--- config.mk ---
export PLATFORM = sky130hd
export DESIGN_NAME = calc_alu_mc_flat
export DESIGN_NICKNAME = d
export VERILOG_FILES = /design/src/rtl/calc_alu_mc_if.sv /design/src/rtl/calc_alu_mc.sv /design/src/flat_wrapper.sv
export SDC_FILE = /design/constraint.sdc
export NUM_CORES = 1
export LEC_CHECK = 0
export CAP_MARGIN = 20
export CORE_MARGIN = 1.5
export CORE_UTILIZATION = 40
export DETAILED_ROUTE_END_ITERATION = 12
export PLACE_DENSITY_LB_ADDON = 0.12
export SLEW_MARGIN = 25
export SYNTH_ARGS = -nofsm -noshare
export SYNTH_HDL_FRONTEND = slang
export SYNTH_SLANG_ARGS = --single-unit
--- constraint.sdc ---
create_clock -name clk -period 5 [get_ports clk]
set_input_delay 1.25 -clock clk [delete_from_list [all_inputs] [get_ports clk]]
set_output_delay 1.25 -clock clk [all_outputs]
set_load 0.02 [all_outputs]
--- src/rtl/calc_alu_mc_if.sv ---
// Operand/result handshake bundle for calc_alu_mc.
// The master drives operands and out_ready; the slave (the ALU) drives
// in_ready, the result and its flags.
interface calc_alu_mc_if #(
   parameter int WIDTH = 16
);
   logic                   in_valid;
   logic                   in_ready;
   logic [WIDTH-1:0]       num1;
   logic [WIDTH-1:0]       num2;
   logic [1:0]             op_sel;
   logic                   out_valid;
   logic                   out_ready;
   logic [2*WIDTH-1:0]     number_out;
   logic                   flag_carry;
   logic                   flag_zero;

   modport master (
      output in_valid, num1, num2, op_sel, out_ready,
      input  in_ready, out_valid, number_out, flag_carry, flag_zero
   );

   modport slave (
      input  in_valid, num1, num2, op_sel, out_ready,
      output in_ready, out_valid, number_out, flag_carry, flag_zero
   );
endinterface

--- src/rtl/calc_alu_mc.sv ---
// Multi-cycle calculator ALU: add, subtract, absolute difference (one cycle)
// and unsigned shift-add multiply (WIDTH cycles, LSB first).
// Optional macro CALC_ALU_OPCNT_EN adds a 16-bit completed-operation counter
// on port op_count.
module calc_alu_mc #(
   parameter int WIDTH = 16,
   parameter int CNT_W = 5
) (
   input  logic          clk,
   input  logic          clear,
   calc_alu_mc_if.slave  bus,
   output logic          busy
`ifdef CALC_ALU_OPCNT_EN
   ,
   output logic [15:0]   op_count
`endif
);

   typedef enum logic [1:0] {
      S_IDLE = 2'd0,
      S_MUL  = 2'd1,
      S_DONE = 2'd2
   } state_t;

   localparam logic [1:0] OP_ADD = 2'b00;
   localparam logic [1:0] OP_SUB = 2'b01;
   localparam logic [1:0] OP_MUL = 2'b10;
   localparam logic [1:0] OP_ABS = 2'b11;

   state_t               state_q, state_d;
   logic [CNT_W-1:0]     cnt_q;
   logic [2*WIDTH-1:0]   acc_q;
   logic [2*WIDTH-1:0]   mcand_q;
   logic [WIDTH-1:0]     mplier_q;
   logic [2*WIDTH-1:0]   res_q;
   logic                 carry_q;
   logic                 zero_q;

   logic [WIDTH:0]       sum_w;
   logic [WIDTH:0]       diff_w;
   logic [WIDTH-1:0]     abs_w;
   logic                 lt_w;
   logic [2*WIDTH-1:0]   single_res;
   logic                 single_carry;
   logic [2*WIDTH-1:0]   acc_next;

   assign bus.in_ready   = (state_q == S_IDLE);
   assign bus.out_valid  = (state_q == S_DONE);
   assign busy           = (state_q == S_MUL);
   assign bus.number_out = res_q;
   assign bus.flag_carry = carry_q;
   assign bus.flag_zero  = zero_q;

   // State register; clear wins over everything, including a pending result.
   always_ff @(posedge clk) begin
      // NOTE: sequential state uses non-blocking assignments so every register
      // samples pre-edge values regardless of statement order.
      if (clear) state_q <= S_IDLE;
      else       state_q <= state_d;
   end

   // Next-state decode for the IDLE -> (MUL) -> DONE -> IDLE sequence.
   always_comb begin
      // NOTE: defaulting every combinational output first prevents latches on
      // paths the case statement does not cover.
      state_d = state_q;
      case (state_q)
         S_IDLE: if (bus.in_valid) state_d = (bus.op_sel == OP_MUL) ? S_MUL : S_DONE;
         S_MUL:  if (cnt_q == CNT_W'(1)) state_d = S_DONE;
         S_DONE: if (bus.out_ready) state_d = S_IDLE;
         default: state_d = S_IDLE;
      endcase
   end

   // Single-cycle results and the next multiply partial sum.
   always_comb begin
      sum_w        = {1'b0, bus.num1} + {1'b0, bus.num2};
      diff_w       = {1'b0, bus.num1} - {1'b0, bus.num2};
      lt_w         = (bus.num1 < bus.num2);
      abs_w        = lt_w ? (bus.num2 - bus.num1) : (bus.num1 - bus.num2);
      single_res   = '0;
      single_carry = 1'b0;
      case (bus.op_sel)
         OP_ADD: begin
            single_res   = {{(WIDTH-1){1'b0}}, sum_w};
            single_carry = sum_w[WIDTH];
         end
         OP_SUB: begin
            single_res   = {{(WIDTH-1){1'b0}}, diff_w};
            single_carry = lt_w;
         end
         OP_ABS: begin
            single_res   = {{WIDTH{1'b0}}, abs_w};
            single_carry = lt_w;
         end
         default: begin
            single_res   = '0;
            single_carry = 1'b0;
         end
      endcase
      acc_next = acc_q + (mplier_q[0] ? mcand_q : '0);
   end

   // Datapath: operand capture, shift-add iteration and result/flag update
   // on DONE entry only.
   always_ff @(posedge clk) begin
      if (clear) begin
         cnt_q    <= '0;
         acc_q    <= '0;
         mcand_q  <= '0;
         mplier_q <= '0;
         res_q    <= '0;
         carry_q  <= 1'b0;
         zero_q   <= 1'b0;
      end else begin
         case (state_q)
            S_IDLE: begin
               if (bus.in_valid) begin
                  if (bus.op_sel == OP_MUL) begin
                     cnt_q    <= CNT_W'(WIDTH);
                     acc_q    <= '0;
                     mcand_q  <= {{WIDTH{1'b0}}, bus.num1};
                     mplier_q <= bus.num2;
                  end else begin
                     res_q    <= single_res;
                     carry_q  <= single_carry;
                     zero_q   <= (single_res == '0);
                  end
               end
            end
            S_MUL: begin
               acc_q    <= acc_next;
               mcand_q  <= mcand_q << 1;
               mplier_q <= mplier_q >> 1;
               cnt_q    <= cnt_q - CNT_W'(1);
               if (cnt_q == CNT_W'(1)) begin
                  res_q   <= acc_next;
                  carry_q <= 1'b0;
                  zero_q  <= (acc_next == '0);
               end
            end
            default: ;
         endcase
      end
   end

`ifdef CALC_ALU_OPCNT_EN
   // Completed-operation counter: steps on each output handshake, wraps.
   always_ff @(posedge clk) begin
      if (clear)                                   op_count <= '0;
      else if ((state_q == S_DONE) && bus.out_ready) op_count <= op_count + 16'd1;
   end
`endif

endmodule

--- src/flat_wrapper.sv ---
// flat-port wrapper written by rule: the top's interface ports become plain ports
module calc_alu_mc_flat 
#(
   parameter int WIDTH = 16,
   parameter int CNT_W = 5
)
  (clk, clear, busy, bus_in_valid, bus_num1, bus_num2, bus_op_sel, bus_out_ready, bus_in_ready, bus_out_valid, bus_number_out, bus_flag_carry, bus_flag_zero);
  calc_alu_mc_if #(.WIDTH(WIDTH)) bus_i ();
  input  logic clk;
  input  logic clear;
  output logic busy;
  input wire logic [$bits(bus_i.in_valid)-1:0] bus_in_valid;
  input wire logic [$bits(bus_i.num1)-1:0] bus_num1;
  input wire logic [$bits(bus_i.num2)-1:0] bus_num2;
  input wire logic [$bits(bus_i.op_sel)-1:0] bus_op_sel;
  input wire logic [$bits(bus_i.out_ready)-1:0] bus_out_ready;
  output wire logic [$bits(bus_i.in_ready)-1:0] bus_in_ready;
  output wire logic [$bits(bus_i.out_valid)-1:0] bus_out_valid;
  output wire logic [$bits(bus_i.number_out)-1:0] bus_number_out;
  output wire logic [$bits(bus_i.flag_carry)-1:0] bus_flag_carry;
  output wire logic [$bits(bus_i.flag_zero)-1:0] bus_flag_zero;
  assign bus_i.in_valid = bus_in_valid;
  assign bus_i.num1 = bus_num1;
  assign bus_i.num2 = bus_num2;
  assign bus_i.op_sel = bus_op_sel;
  assign bus_i.out_ready = bus_out_ready;
  assign bus_in_ready = bus_i.in_ready;
  assign bus_out_valid = bus_i.out_valid;
  assign bus_number_out = bus_i.number_out;
  assign bus_flag_carry = bus_i.flag_carry;
  assign bus_flag_zero = bus_i.flag_zero;
  calc_alu_mc #(.WIDTH(WIDTH), .CNT_W(CNT_W)) u_core (.clk(clk), .clear(clear), .bus(bus_i), .busy(busy));
endmodule
* After elaboration in Yosys (flattened, before gate mapping)
Index checks and enable logic that the tools add are counted.
** Operators by class
- Add/subtract/negate cells :: 6
- $lt $le $gt $ge :: 1
- Muxes and demuxes :: 33
- Reduce and logical (&&, ||, !) cells :: 9
- Equality and inequality tests :: 11
** Operators by type and width (number)
- 32-bit 2-to-1 mux :: 8
- 32-bit one-hot mux with 2 select lines :: 3
- 32-bit zero test :: 2
- 17-bit one-hot mux with 3 select lines :: 1
- 16-bit 2-to-1 mux :: 3
- 32-bit adder :: 1
- 16-bit one-hot mux with 2 select lines :: 1
- 16-bit subtractor :: 2
- 16-bit by 16-bit adder with 17-bit output :: 1
- 16-bit by 16-bit subtractor with 17-bit output :: 1
- 16-bit less-than comparator :: 1
- 5-bit 2-to-1 mux :: 2
- 5-bit one-hot mux with 2 select lines :: 1
- 2-bit 2-to-1 mux :: 4
- 2-bit equality test (second input constant) :: 3
- 1-bit 2-to-1 mux :: 6
- 2-bit inequality test (second input constant) :: 3
- 1-bit one-hot mux with 2 select lines :: 3
- 2-bit one-hot mux with 3 select lines :: 1
- 3-bit AND reduction :: 2
- 5-bit by 1-bit equality test with 1-bit output (second input constant) :: 1
- 5-bit by 1-bit subtractor with 5-bit output (second input constant) :: 1
- 2-bit by 1-bit equality test with 1-bit output (second input constant) :: 2
- 2-bit zero test :: 2
- other kinds (4) :: 5
** Word-level totals
- Flip-flop bits (word level) :: 121
- Output and inout port bits :: 37
- Word-level logic and storage cells :: 68
- Input bits :: 38

* Depth between registers and ports, before layout
Gate-level depths: netlist (run 1).
- Word-level depth :: 7
- Gate-level depth with buffers :: 15
- Gate-level depth less buffers :: 15

* Worst setup path after synthesis (run 1)
OpenSTA, ideal clock, no wires.
- Path type :: input -> register
- From :: input bus_num1[0]
- To :: register u_core.zero_q (netlist: u_core.bus.flag_zero)
- Setup slack :: 0.830 ns
- Cell stages on the path :: 14
- Buffers on the path :: 1
- Library setup time :: 0.079 ns
- Data required time :: 4.921 ns
- Arrival :: 4.091 ns
- Cells stage by stage :: inv_1 -> ha_1 -> fa_1 -> nor2b_1 -> o31a_1 -> o2111ai_2 -> and3_1 -> buf_2 -> a221o_1 -> o211ai_1 -> nor4b_1 -> nand4_1 -> or4_1 -> o211ai_1
** Between the ends
- Word-level cells in the longest chain between the ends :: 7
- Elaborated cells on any way between the ends :: 11
** RTL lines
- start: declaration :: RTL line flat_wrapper.sv:13 : input wire logic [$bits(bus_i.num1)-1:0] bus_num1;
- 16-bit subtractor / 16-bit less-than comparator (equally long branches) :: RTL line calc_alu_mc.sv:80, calc_alu_mc.sv:79
- 16-bit 2-to-1 mux :: RTL line calc_alu_mc.sv:80 : abs_w = lt_w ? (bus.num2 - bus.num1) : (bus.num1 - bus.num2);
- 17-bit one-hot mux with 3 select lines * :: RTL line calc_alu_mc.sv:83 : case (bus.op_sel)
- 32-bit zero test * :: RTL line calc_alu_mc.sv:127 : zero_q <= (single_res == '0);
- 1-bit 2-to-1 mux * :: RTL line calc_alu_mc.sv:119 : if (bus.op_sel == OP_MUL) begin
- 1-bit 2-to-1 mux * :: RTL line calc_alu_mc.sv:118 : if (bus.in_valid) begin
- 1-bit one-hot mux with 2 select lines * :: RTL line calc_alu_mc.sv:116 : case (state_q)
- end signal: assignment :: RTL line calc_alu_mc.sv:127
- end signal: assignment :: RTL line calc_alu_mc.sv:139 : zero_q <= (acc_next == '0);
- end: declaration :: RTL line calc_alu_mc.sv:37 : logic zero_q;
Mark *: on every way between the ends. The rest lies on a longest branch, timed or not. The select of a mux whose other input is x is not followed.
A chain may end at the register's enable or synchronous reset.

* Worst setup path in the final report (run 1)
Ends and elaborated chain as after synthesis.

==> impl_metrics.py, run 1 <==
metrics = {
    "status": {
        "status": "finished clean",
    },
    "cells_and_area": {
        "diodes": 0,
        "nNetsFinal": 1438,
        "area_growth_pct": 21.7,
        "layout-drive-gt1-share_pct": 10.6,
    },
    "critical_path": {
        "r2r.worst_path.cells": 15,
        "required_ns": 5.34,
        "critical_path_class": "input port to register",
        "r2r_end": "u_core.bus.flag_zero$_SDFFE_PP0P_",
        "cp-start-kind": "input port",
        "cp_max_fo": 7,
        "critPathCaptureType": "register",
        "reg2reg_slack_ns": 0.50,
        "crit_arrival_ns": 4.95,
        "reg2reg_from": "u_core.mplier_q[0]$_SDFFE_PP0P_",
    },
    "route": {
        "remaining_drc_errors": 0,
        "avgViaCountPerCell": 5.63,
        "vias": 9062,
        "wl_per_cell_um": 17.8,
        "drt_wl_total_um": 28600,
        "firstDrtPassIters": 5,
        "ant_nets": 0,
        "detailedRoute.firstIterationViolations": 575,
    },
    "grt": {
        "grt-ovfl-total": 0,
        "antenna_found_initial": 0,
        "grt_pass1_vias": 8696,
        "grt_usage_pct": 24.5,
        "grt_pass1_wl_um": 46300,
        "grt_max_degree": 97,
    },
    "yosys": {
        "synthesis.area_um2": 9110,
        "async_reset_ff_share_pct": 0,
        "yosysWarnings": 0,
        "ys_seq_elements": 121,
        "synthFlopType": "dfxtp_1",
        "synth-edff-count": 0,
        "yosysTopAreaCell": "dfxtp_1",
        "synth_cell_type_count": 85,
        "ys_top_cells_by_count": "nor2_1, nand2_1, dfxtp_1",
        "syn-num-nets": 1342,
        "syn_inst": 1218,
        "ys_seq_area_share_pct": 26.6,
        "synth_top_area_share_pct": 26.6,
        "yosysMostFrequentCell": "nor2_1",
        "avgSynthCellArea_um2": 7.48,
        "netlist_top_cells_area": "dfxtp_1, ha_1, nor2_1",
    },
    "hold_path": {
        "hp-class": "register to register",
        "min-delay-start": "u_core.bus.number_out[10]$_SDFFE_PP0P_",
        "min_path_cells": 2,
        "whs_endpoint": "u_core.bus.number_out[10]$_SDFFE_PP0P_",
    },
    "pwr": {
        "clkPwrFrac_pct": 42.1,
        "sequentialPowerShare_pct": 33.9,
        "p_int_mw": 2.12,
        "peakVddDrop_v": 0.000199,
        "sw_frac_of_total_pct": 31.2,
        "power_density_nw_per_um2": 278,
        "p_leak_nw": 4.67,
        "combinationalPowerShare_pct": 24.0,
        "power_switching_mw": 0.960,
    },
    "timing": {
        "finalCritPeriodShare_pct": 92.1,
        "layout_min_cycle_time_ns": 4.61,
        "finalSetupViolCount": 0,
        "tightestPinTransition_ns": 1.04,
        "fmax_ghz": 0.217,
        "hold_ws_ns": 0.449,
        "drv_slew": 0,
        "hold_viol_final": 0,
        "slew-limit-headroom_pct": 30.5,
        "setup-tns-final_ns": 0,
        "rsz0062_at_grt": "no",
        "clock_skew_ns": 0.0101,
    },
    "clock_network": {
        "clkLatencyLatePin_ns": 0.42,
        "ctsRootBufferMaster": "clkbuf_16",
        "cts_tree": "built",
        "cts_buffer_depth": 2,
        "clk_pin_slew_ns": 0.06,
        "cts_made_buffers": 17,
        "htreeDepth": 4,
        "cts_resized": 0,
        "post_cts_buffers": 0,
        "cts-hold-fix-buffers": 0,
        "cts_sinks": 121,
    },
    "floorplan": {
        "row_count": 55,
        "die_w_um": 154,
        "core_area_um2": 22500,
        "die_y_um": 154,
        "io_pins": 75,
        "dieArea_um2": 23700,
        "start_util_pct": 40.5,
    },
    "job": {
        "max-cap-violations": 0,
    },
    "placed_design": {
        "portBuffers": 74,
        "dp.final_hpwl_um": 21400,
        "gp_congestion": 0.952,
    },
}
==> metal layers <==
metal | track usage [%] | vias to the layer above | part of all wire (%) | routed length [um]
met5 | 0 | - | 0 | 0
met4 | 7.86 | 0 | 2.1 | 598
met3 | 3.35 | 33 | 3.9 | 1110
met2 | 40.0 | 237 | 46 | 13000
met1 | 33.4 | 4285 | 48 | 13900
li1 | - | 4507 | - | -
==> cells by family (layout without fill, tap and decap cells) <==
group,after synthesis,after routing,share of synthesized area (%)
AOI/OAI and AO/OA,368,368,27.8
and+or+nand+nor,455,455,22.5
muxes,6,6,0.686
xor gates and xnor gates,43,43,4.13
buffers and inverters,139,247,6.12
DFF,121,121,26.6
adders and majority gates,86,86,12.1
==> cells in the final DEF, fill, tap and decap left out, types with 19 or more instances in the layout <==
| cell type | count |
|---|---|
| nor2_1 | 166 |
| nand2_1 | 156 |
| dfxtp_1 | 121 |
| a21oi_1 | 111 |
| ha_1 | 82 |
| buf_4 | 75 |
| clkdlybuf4s50_1 | 73 |
| inv_1 | 60 |
| a22oi_1 | 37 |
| and2_1 | 35 |
| a311oi_1 | 34 |
| xnor2_1 | 28 |
| o21ai_0 | 27 |
| o21ai_1 | 19 |
| nor3_1 | 19 |
==> power by group through the flow <==
| stage | registers, mW | clock network (mW) | logic, mW |
|---|---|---|---|
| after CTS | 1.04 | 1.32 | 0.736 |
| after global routing | 1.05 | 1.36 | 0.811 |
| after global placement | 1.06 | 0 | 0.733 |
| final | 1.04 | 1.30 | 0.741 |
| after floorplan | 1.07 | 0 | 0.426 |
| after detailed placement | 1.06 | 0 | 0.732 |
==> worst max-delay path by stage <==
stage | from | to | slack, ns | depth (start not counted)
after detailed placement | bus_num2[2] | u_core.bus.number_out[16]$_SDFFE_PP0P_ | 0.02 | 18
after CTS | bus_num2[2] | u_core.bus.number_out[16]$_SDFFE_PP0P_ | 0.47 | 18
final | bus_num1[0] | u_core.bus.flag_zero$_SDFFE_PP0P_ | 0.39 | 15
after global placement | bus_num2[2] | u_core.bus.number_out[16]$_SDFFE_PP0P_ | 0.02 | 18
after floorplan | bus_num1[0] | u_core.bus.flag_zero$_SDFFE_PP0P_ | 0.83 | 14
after global routing | bus_num2[8] | u_core.bus.number_out[15]$_SDFFE_PP0P_ | 0.13 | 16
==> sequential cells by signal, indices dropped and copies added, names as in the netlist <==
signal,cells
u_core.state_q,2
u_core.cnt_q,5
u_core.bus.flag_carry,1
u_core.mcand_q,32
u_core.mplier_q,16
u_core.bus.number_out,32
u_core.acc_q,32
u_core.bus.flag_zero,1
==> per-stage QoR <==
stage	instances	worst slack, ns	utilization [%]	power [mW]	cell area, um2
CTS	1611	0.474	49.3	3.10	11100
global route	1611	0.133	49.3	3.22	11100
finish	1611	0.393	49.3	3.08	11100
floorplan	1218	0.830	-	1.50	9110
detailed placement	1580	0.0190	46.6	1.80	10500
global placement	1580	0.0188	46.6	1.80	10500
==> layout make-up <==
cell class | instances | area, um2
Sequential cell | 121 | 2420
Fill cell | 2272 | 11400
Inverter | 67 | 251
Timing Repair Buffer | 149 | 1310
Clock buffer | 21 | 460
Clock inverter | 10 | 143
Tap cell | 285 | 357
Multi-Input combinational cell | 958 | 6150
==> worst max-delay path, cell delays in order <==
cell and delay (ns):
clkdlybuf4s50_1 0.50, inv_1 0.07, ha_1 0.19, fa_1 0.40
nor2b_1 0.18, o31a_1 0.21, o2111ai_2 0.23, and3_1 0.33
buf_4 0.19, a221o_1 0.31, a22oi_1 0.24, nor2b_1 0.18
nand4_1 0.11, or4_1 0.49, o211ai_1 0.09
Note: power is estimated with default switching activity, not from simulation.
==> run 2: changes to the inputs <==
- ABC_AREA: default -> 0
- CORE_UTILIZATION: 40 -> 45
- SLEW_MARGIN: 25 -> 5
==> run 2 against run 1 <==
Against the previous run: routed wire length fell by 3.6%; via count shrank 0.96%; global-route usage grew 2.2 points; clock-buffer cell count shrank 3; clock skew hardly changed; cell count fell by 1.3%; total power increased by 0.83%; setup slack worse by 0.025 ns; critical path type unchanged; critical endpoint unchanged.
==> impl_metrics.py, run 2 (same netlist as run 1, synthesis figures left out) <==
metrics = {
    "grt": {
        "grt-busiest-layer": "met2",
        "use_met2_pct": 42.3,
        "grt_usage_pct": 26.7,
        "grt_pass1_vias": 8559,
        "grt_pass1_wl_um": 45500,
        "grt_max_degree": 91,
        "antenna_found_initial": 0,
        "grt_util_met3_pct": 3.71,
        "grt-ovfl-total": 0,
        "global_route.usage.met1_pct": 37.1,
    },
    "critical_path": {
        "cp_max_fo": 2,
        "cp-endpoint": "u_core.bus.flag_zero$_SDFFE_PP0P_",
        "reg2reg_slack_ns": 0.44,
        "required_ns": 5.34,
        "reg2reg_from": "u_core.mplier_q[0]$_SDFFE_PP0P_",
        "startpoint": "bus_op_sel[0]",
        "critical_path_class": "input port to register",
        "r2r_end": "u_core.bus.flag_zero$_SDFFE_PP0P_",
        "r2r.worst_path.cells": 16,
        "critPathCaptureType": "register",
        "crit_arrival_ns": 4.97,
        "cp-start-kind": "input port",
    },
    "placed_design": {
        "gp_congestion": 0.933,
        "place_ws_ns": -0.0503,
        "dp.final_hpwl_um": 20700,
        "dp.cells": 1558,
        "portBuffers": 74,
        "place_area_um2": 10500,
    },
    "floorplan": {
        "core_area_um2": 19700,
        "start_util_pct": 46.4,
        "die_y_um": 145,
        "die_w_um": 145,
        "row_count": 51,
        "io_pins": 75,
        "dieArea_um2": 21100,
    },
    "cells_and_area": {
        "final_cell_area_um2": 11100,
        "area_growth_pct": 21.5,
        "layout-drive-gt1-share_pct": 10.7,
        "final_common_cell": "nor2_1",
        "utilization_pct": 56.4,
        "final_cell_mix": "nor2_1, nand2_1, dfxtp_1, a21oi_1, ha_1",
        "diodes": 0,
        "final_cells": 1590,
        "nNetsFinal": 1436,
        "fill_cells": 1946,
    },
    "timing": {
        "clock_skew_ns": 0.0106,
        "rsz0062_at_grt": "no",
        "slew-limit-headroom_pct": 38.2,
        "finalWorstSetupSlack_ns": 0.368,
        "fmax_ghz": 0.216,
        "drv_slew": 0,
        "layout_min_cycle_time_ns": 4.63,
        "tightestPinTransition_ns": 0.927,
        "hold_viol_final": 0,
        "finalSetupViolCount": 0,
        "finalCritPeriodShare_pct": 92.6,
    },
    "route": {
        "vias": 8975,
        "remaining_drc_errors": 0,
        "avgViaCountPerCell": 5.64,
        "ant_nets": 0,
        "detailedRoute.firstIterationViolations": 616,
        "wl_per_cell_um": 17.4,
        "drt_wl_total_um": 27600,
        "firstDrtPassIters": 5,
    },
    "clock_network": {
        "cts_sinks": 121,
        "post_cts_buffers": 0,
        "cts_tree": "built",
        "cts_made_buffers": 17,
        "cts-hold-fix-buffers": 0,
        "ctsRootBufferMaster": "clkbuf_16",
        "cts_resized": 0,
        "clk_pin_slew_ns": 0.06,
        "clkLatencyLatePin_ns": 0.42,
        "htreeDepth": 4,
        "cts_buffer_depth": 2,
    },
    "hold_path": {
        "hp-class": "register to register",
    },
    "pwr": {
        "power_density_nw_per_um2": 280,
        "p_leak_nw": 4.68,
        "peakVddDrop_v": 0.000224,
    },
    "job": {
        "max-cap-violations": 0,
    },
    "status": {
        "status": "finished clean",
    },
}
==> run 2: per-layer routing <==
layer	part of all wire, %	vias to the layer above
met2	45	248
met4	2.4	0
met1	48	4150
met3	5.1	46
met5	0	-
li1	-	4531
==> run 2: area by class of cell <==
type	instances	area [um2]	share of cell area (%)
Multi-Input combinational cell	958	6150	55.5
Tap cell	265	332	2.99
Timing Repair Buffer	147	1300	11.7
Sequential cell	121	2420	21.9
Inverter	67	251	2.27
Clock inverter	14	185	1.67
Clock buffer	18	439	3.96
==> run 2: per-stage QoR <==
| stage | setup TNS (ns) | hold WS (ns) | power [mW] |
|---|---|---|---|
| finish | 0 | 0.451 | 3.11 |
| global route | 0 | 0.476 | 3.25 |
| CTS | 0 | 0.452 | 3.13 |
| detailed placement | -0.0503 | 0.445 | 1.79 |
| global placement | -0.0171 | 0.438 | 1.79 |
| floorplan | 0 | 0.436 | 1.50 |
==> run 2: power by group <==
part           internal (mW)  leakage (nW)  total (mW)  switching, mW
clock                  0.812         0.302        1.33          0.519
sequential              1.01         0.983        1.04         0.0349
combinational          0.300          3.39       0.731          0.431
==> run 2: critical path: stages <==
cell             delay [ns]
clkdlybuf4s50_1        0.52
nand2b_1               0.21
a21oi_1                0.10
or3_1                  0.40
a2111oi_0              0.54
buf_4                  0.19
nand4_1                0.10
nor4_2                 0.29
nand4b_1               0.15
nor4_1                 0.28
buf_4                  0.18
nand4_1                0.11
or4_1                  0.46
o211ai_1               0.17
==> run 2: worst min-delay path by stage <==
stage	startpoint	endpoint	slack, ns	depth (start not counted)
floorplan	u_core.acc_q[10]$_SDFFE_PP0P_	u_core.acc_q[10]$_SDFFE_PP0P_	0.44	2
global placement	u_core.bus.number_out[10]$_SDFFE_PP0P_	u_core.bus.number_out[10]$_SDFFE_PP0P_	0.44	2
detailed placement	u_core.bus.number_out[2]$_SDFFE_PP0P_	u_core.bus.number_out[2]$_SDFFE_PP0P_	0.45	2
CTS	u_core.bus.number_out[2]$_SDFFE_PP0P_	u_core.bus.number_out[2]$_SDFFE_PP0P_	0.45	2
global route	u_core.bus.number_out[25]$_SDFFE_PP0P_	u_core.bus.number_out[25]$_SDFFE_PP0P_	0.48	2
finish	u_core.bus.number_out[2]$_SDFFE_PP0P_	u_core.bus.number_out[2]$_SDFFE_PP0P_	0.45	2
==> run 3: changes to the inputs <==
- ABC_AREA: 0 -> default
- SKIP_CTS_REPAIR_TIMING: default -> 1
==> results of run 3 <==
The final DEF is identical to that of run 2; final timing and power are the same.
